`config.mk`:
```
export PLATFORM = sky130hd
export DESIGN_NAME = modulus_counter_ctrl
export DESIGN_NICKNAME = d
export VERILOG_FILES = /design/src/rtl/modulus_counter_ctrl.sv
export SDC_FILE = /design/constraint.sdc
export NUM_CORES = 1
export LEC_CHECK = 0
export ABC_AREA = 1
export CORE_MARGIN = 10
export CORE_UTILIZATION = 45
export CTS_CLUSTER_DIAMETER = 50
export DETAILED_ROUTE_END_ITERATION = 8
export PLACE_DENSITY_LB_ADDON = 0.15
export SYNTH_ARGS = -nofsm -noshare
export SYNTH_HDL_FRONTEND = slang
export SYNTH_SLANG_ARGS = --single-unit
```
`constraint.sdc`:
```
create_clock -name clk -period 1.4 [get_ports clk]
set_input_delay 0.42 -clock clk [delete_from_list [all_inputs] [get_ports clk]]
set_output_delay 0.42 -clock clk [all_outputs]
set_load 0.01 [all_outputs]
```
`src/rtl/modulus_counter_ctrl.sv`:
```
// rtl/modulus_counter_ctrl.sv - programmable-modulus up-counter sequencer
// Config front-end plus IDLE/RUN/HOLD/DONE control; all outputs come from flops.
module modulus_counter_ctrl #(
  parameter int WIDTH   = 6,
  parameter int PRESC_W = 4,
  parameter int WRAPS_W = 8
) (
  input  logic               clk,
  input  logic               reset_n,
  input  logic               cfg_valid,
  output logic               cfg_ready,
  input  logic [WIDTH-1:0]   cfg_mod,
  input  logic [PRESC_W-1:0] cfg_presc,
  input  logic               cfg_periodic,
  input  logic               start,
  input  logic               stop,
  input  logic               pause,
  output logic               busy,
  output logic [WIDTH-1:0]   q,
  output logic               tc,
  output logic               done,
  output logic [WRAPS_W-1:0] wraps
);

  typedef enum logic [1:0] {S_IDLE, S_RUN, S_HOLD, S_DONE} state_t;

  localparam logic [WIDTH-1:0]   Q_ONE     = {{(WIDTH-1){1'b0}}, 1'b1};
  localparam logic [PRESC_W-1:0] PC_ONE    = {{(PRESC_W-1){1'b0}}, 1'b1};
  localparam logic [WRAPS_W-1:0] WR_ONE    = {{(WRAPS_W-1){1'b0}}, 1'b1};
  localparam logic [WRAPS_W-1:0] WRAPS_MAX = '1;

  state_t               state_q, state_d;
  logic [WIDTH-1:0]     q_q, q_d;
  logic [WIDTH-1:0]     mod_q, mod_d;
  logic [PRESC_W-1:0]   pc_q, pc_d;
  logic [PRESC_W-1:0]   presc_q, presc_d;
  logic                 periodic_q, periodic_d;
  logic [WRAPS_W-1:0]   wraps_q, wraps_d;
  logic                 tc_q, tc_d;
  logic                 done_q, done_d;
  logic                 busy_q, busy_d;
  logic                 ready_q, ready_d;

  always_comb begin
    state_d    = state_q;
    q_d        = q_q;
    pc_d       = pc_q;
    wraps_d    = wraps_q;
    mod_d      = mod_q;
    presc_d    = presc_q;
    periodic_d = periodic_q;
    tc_d       = 1'b0;
    done_d     = 1'b0;

    // ready_q is high exactly in IDLE, so a start in the same cycle runs on the new word
    if (cfg_valid && ready_q) begin
      mod_d      = cfg_mod;
      presc_d    = cfg_presc;
      periodic_d = cfg_periodic;
    end

    case (state_q)
      S_IDLE: begin
        if (start) begin
          state_d = S_RUN;
          q_d     = '0;
          pc_d    = '0;
          wraps_d = '0;
        end
      end
      S_RUN: begin
        if (stop) begin
          state_d = S_IDLE;
          q_d     = '0;
          pc_d    = '0;
        end else if (pause) begin
          state_d = S_HOLD;
        end else if (pc_q == presc_q) begin
          pc_d = '0;
          if (q_q == mod_q) begin
            q_d  = '0;
            tc_d = 1'b1;
            if (wraps_q != WRAPS_MAX) begin
              wraps_d = wraps_q + WR_ONE;
            end
            if (!periodic_q) begin
              state_d = S_DONE;
              done_d  = 1'b1;
            end
          end else begin
            q_d = q_q + Q_ONE;
          end
        end else begin
          pc_d = pc_q + PC_ONE;
        end
      end
      S_HOLD: begin
        if (stop) begin
          state_d = S_IDLE;
          q_d     = '0;
          pc_d    = '0;
        end else if (!pause) begin
          state_d = S_RUN;
        end
      end
      S_DONE: begin
        state_d = S_IDLE;
        q_d     = '0;
      end
      default: begin
        state_d = S_IDLE;
      end
    endcase

    busy_d  = (state_d == S_RUN) || (state_d == S_HOLD);
    ready_d = (state_d == S_IDLE);
  end

  always_ff @(posedge clk or negedge reset_n) begin
    if (!reset_n) begin
      state_q    <= S_IDLE;
      q_q        <= '0;
      pc_q       <= '0;
      wraps_q    <= '0;
      mod_q      <= '1;
      presc_q    <= '0;
      periodic_q <= 1'b1;
      tc_q       <= 1'b0;
      done_q     <= 1'b0;
      busy_q     <= 1'b0;
      ready_q    <= 1'b1;
    end else begin
      state_q    <= state_d;
      q_q        <= q_d;
      pc_q       <= pc_d;
      wraps_q    <= wraps_d;
      mod_q      <= mod_d;
      presc_q    <= presc_d;
      periodic_q <= periodic_d;
      tc_q       <= tc_d;
      done_q     <= done_d;
      busy_q     <= busy_d;
      ready_q    <= ready_d;
    end
  end

  assign cfg_ready = ready_q;
  assign busy      = busy_q;
  assign q         = q_q;
  assign tc        = tc_q;
  assign done      = done_q;
  assign wraps     = wraps_q;

endmodule
```
* Word-level counts from Yosys, hierarchy flattened
Cells that the tools add are included.
** Word-level totals
- Output and inout bits :: 18
- Word-level logic and storage cells :: 80
- Bits in registers :: 35
** Operators by class
- Reductions and logical operators :: 9
- Multiplexer cells :: 40
- $add $sub $neg :: 3
- Eq/ne operators :: 17
** Operators by type and width (count)
- two-way mux 8 bit :: 6
- two-way mux 6 bit :: 6
- case mux 6 bit (4 select lines) :: 1
- two-way mux 4 bit :: 5
- two-way mux 2 bit :: 8
- case mux 8 bit (2 select lines) :: 1
- != test 2 bit, second input constant :: 7
- case mux 4 bit (3 select lines) :: 1
- two-way mux 1 bit :: 11
- adder 8 x 1 -> 8 bit, second input constant :: 1
- != test 8 bit, second input constant :: 1
- case mux 2 bit (4 select lines) :: 1
- AND reduction 4 bit :: 2
- AND reduction 7 bit :: 1
- adder 6 x 1 -> 6 bit, second input constant :: 1
- equality test 2 bit, second input constant :: 3
- equality test 6 bit :: 1
- != test 3 bit, second input constant :: 2
- adder 4 x 1 -> 4 bit, second input constant :: 1
- equality test 2 x 1 -> 1 bit, second input constant :: 2
- equality test 4 bit :: 1
- logical NOT 2 bit :: 2
- nonzero test 3 bit :: 1
- nonzero test 2 bit :: 1
- other kinds (2) :: 2

* Depth between registers and ports, before layout
- Depth in word-level cells :: 8
- Gate-level depth with buffers :: 10

* Least setup slack after synthesis
OpenSTA, ideal clock, no wires.
- Path kind :: register to register
- Start :: register mod_q[2]
- End :: register busy_q, in the netlist busy
- Buffers on the path :: 0
- Path slack :: -95 ps
- Arrival :: 1369 ps
- Period minus slack after synthesis :: 1495 ps
- Required time :: 1274 ps
- Cell stages (with the launch flop) :: 11
- Cell sequence :: dfstp_2 > inv_1 > nand2_1 > nand2_1 > nor2_1 > nand2_1 > nor2_1 > nand3_1 > nand2_1 > a21oi_1 > ha_1
** Between the ends
- Cells in the longest elaborated chain, start to end :: 8
- Elaborated cells between the ends (all ways) :: 9
- Classes of those cells :: eq/ne: 3; mux: 5; reduce/logical: 1
** Ends and longest elaborated chain
- from (decl) :: line 34 : logic [WIDTH-1:0] mod_q, mod_d;
- from (signal assigned) :: line 137 : mod_q <= mod_d;
- equality test 6 bit * :: line 80 : if (q_q == mod_q) begin
- two-way mux 2 bit * :: line 80
- two-way mux 2 bit * :: line 78 : end else if (pc_q == presc_q) begin
- two-way mux 2 bit * :: line 76 : end else if (pause) begin
- two-way mux 2 bit * :: line 72 : if (stop) begin
- case mux 2 bit (4 select lines) * :: line 62 : case (state_q)
- equality test 2 x 1 -> 1 bit / equality test 2 bit (equally long branches) :: line 115 : busy_d = (state_d == S_RUN) || (state_d == S_HOLD);
- logical OR 1 bit * :: line 115
- via busy_d :: line 41 : logic busy_q, busy_d;
- to (signal assigned) :: line 142 : busy_q <= busy_d;
- to (decl) :: line 41
Mark *: on every way through the listed nets, which the timed path passes. The rest lies on a longest branch.
A chain may end at the register's enable or synchronous reset.

* Worst setup path after layout
- Start :: register mod_q[3]
- End :: register busy_q, in the netlist busy
Same word-level chain as after synthesis.

==> metrics.yaml <==
logic_synthesis:
  async_flop_share_pct: 100
  synth_cells: 265
  synth_top_area_share_pct: 33.6
  ys_seq_area_share_pct: 44.1
  synth_common_cells: "71 x nand2_1, 39 x inv_1, 35 x nor2_1"
  synth.most_common_cell: "nand2_1"
  synth_area_leaders: "dfrtp_1 34%, nand2_1 13%, dfstp_2 10%"
  synth_ff_type: "dfrtp_1"
  yosys_warnings: 0
  ys_ff_latch: 35
  synth_cell_types: 28
  synthesis.area_um2: 2010
  synth.net_count: 286
  synth_area_leader_cell: "dfrtp_1"
  synth-edff-count: 0
  avgSynthCellArea_um2: 7.58
detailed_routing:
  detail_route.vias_per_cell: 4.97
  drtIter0Drc: 142
  antenna_left: 0
  route.detailed.drc: 0
  first_pass_iters: 4
  vias: 2111
  wl_per_cell_um: 13.9
  wl_um: 5910
worst_hold_path:
  min_path_type: "reg -> reg"
timing:
  relSlewSlack_pct: 82.4
  finalSetupViolations: 20
  rsz0062_at_grt: "true"
  totalNegativeSetupSlack_ns: -2.06
  fin_crit_ns: 1.64
  fin_ws_ns: -0.236
  fmax_mhz: 611
  fin_crit_sh_pct: 117
  worst_pin_slew_ns: 0.262
  finalHoldViolCount: 0
  slew_viol_final: 0
  finClkSkew_ns: 0.00679
  finalHoldWorstSlack_ns: 0.484
finish:
  seq_area_um2: 890
  drive_gt1_share_pct: 44.8
  multi_input_area_um2: 1210
  nFillCells: 313
  final_util_pct: 76.4
  diodes: 0
  area_growth_pct: 64.4
  num-nets-final: 393
worst_setup_path:
  max_stage_delay_ns: 0.54
  worstPathRequired_ns: 1.64
  path_max_fanout: 2
  crit_type: "reg -> reg"
  path_cells: "inv_2 -> nand2_1 -> nand2_1 -> nor2_2 -> nand2_1 -> nor2_2 -> nand3_2 -> nand2_2 -> a21oi_2 -> ha_2"
  crit_family: "simple AND/OR/NAND/NOR gates"
  critPathBufInv: 1
  worst_setup_path_start_kind: "flip-flop"
  critPathCaptureType: "flip-flop"
  path_common_cell: "nand2_1"
  crit_slowest_cell: "dfstp_2"
  worstPathArrival_ns: 1.88
clock_tree:
  cts-root-buf: "clkbuf_8"
  cts_max_path_buffers: 2
  ctsHtreeMaxLevel: 2
  cts_buffers: 5
  tritoncts: "built"
  clock-sinks: 35
  clock_latency_ns: 0.30
  cts.clk_slew.worst_paths_ns: 0.07
place:
  gp_congestion: 0.825
  place_ws_ns: -0.451
  hpwl_um: 3690
  port_buffers: 34
floorplan:
  core_area_um2: 4320
  die_w_um: 86.8
  die_h_um: 86.8
  ioPinCount: 35
  rows: 24
  start_util_pct: 46.4
  die_area_um2: 7530
power:
  power_switching_uw: 1340
  seq_power_share_pct: 36.9
  swShare_pct: 36.3
  power.density_nw_per_um2: 1120
  internal-power_uw: 2350
  power_frac_comb_pct: 42.1
  clockPowerShare_pct: 21.0
  ir_drop_v: 0.000763
  power.leakage_uw: 0.00164
flow_run:
  cap_viol_max_count: 0
outcome:
  violations: "negative setup slack"
  outcome: "finished with violations"
global_routing:
  grt_max_degree: 36
  antenna_found_initial: 0
  overflow: 0
  grt_pass1_vias: 2044
  grt_usage_pct: 15.1
  grt_pass1_wl_um: 9320
-- worst paths after layout --
check,slack [ns],from,cells past startpoint,end
setup reg to reg,-0.24,mod_q[3],10,busy
min in group asynchronous,0.49,reset_n,2,presc_q[1]
setup / recovery,-0.24,mod_q[3],10,busy
hold reg to reg,0.48,mod_q[4],2,mod_q[4]
max in group asynchronous,0.65,reset_n,2,mod_q[5]
hold / removal,0.48,mod_q[4],2,mod_q[4]
-- logic make-up after synthesis --
| logic type | Yosys count | synth area share [%] |
|---|---|---|
| mux | 2 | 1.12 |
| compound gates | 25 | 7.60 |
| flops | 35 | 44.1 |
| xor+xnor | 10 | 4.36 |
| buf+inv | 45 | 8.79 |
| fa+ha+maj | 4 | 2.49 |
| simple gates | 144 | 31.5 |
-- state kept, by name (all words and copies together), names as in the netlist --
name,flops
wraps,8
mod_q,6
q,6
pc_q,4
presc_q,4
state_q,2
busy,1
cfg_ready,1
done,1
periodic_q,1
tc,1
-- worst min-delay path, stage by stage (launching register included) --
cell	delay [ns]
dfstp_2	0.39
inv_2	0.05
a21oi_1	0.05
-- cell usage in the layout (no fill, tap or decap), types with 4 or more instances in the layout --
master,n
clkbuf_2,4
clkdlybuf4s15_1,7
buf_4,56
clkdlybuf4s50_1,15
buf_6,11
nand3_1,10
a21oi_1,9
nor2_1,25
nand3_2,9
nor2_4,4
o21ai_1,6
nand4_1,6
nand2_2,16
xor2_1,8
dfstp_2,8
inv_2,12
dfrtp_1,24
inv_1,29
nand2_1,53
clkbuf_8,6
nor2_2,8
-- power by group through the flow --
stage	registers (uW)	clock network, uW	logic [uW]
after global routing	1390	837	1690
final	1360	774	1550
after floorplan	1370	0	569
after CTS	1340	789	1370
after detailed placement	1350	0	1190
after global placement	1340	0	1160
-- metal layers --
layer,vias up,GRT usage [%],wire [um]
met5,-,0,0
met4,0,5.74,110
met3,11,5.25,352
met2,43,26.0,3180
met1,1007,16.6,2260
li1,1050,-,-
-- per-stage QoR --
stage / std cells / instance area, um2 / total power, uW
after CTS: 419 / 3120 / 3500
after global routing: 425 / 3300 / 3910
after global placement: 397 / 2800 / 2510
after floorplan: 265 / 2010 / 1940
after detailed placement: 397 / 2800 / 2550
final: 425 / 3300 / 3690
-- layout make-up --
type	count	area share (%)
well taps	52	1.97
inverters	42	4.85
repair buffers	102	26.8
clock inverters	1	0.152
clock buffers	7	2.61
flip-flops and latches	35	26.9
multi-input cells	186	36.6
-- timing repair --
action / in CTS / in global routing
endpoints found under the setup margin: 38 / 36
pin swaps: 11 / 21
hold buffers: 0 / 0
gates resized for setup: 79 / 56
gates cloned: 1 / 0
buffers inserted: 15 / 9
(Power assumes the default switching activity.)
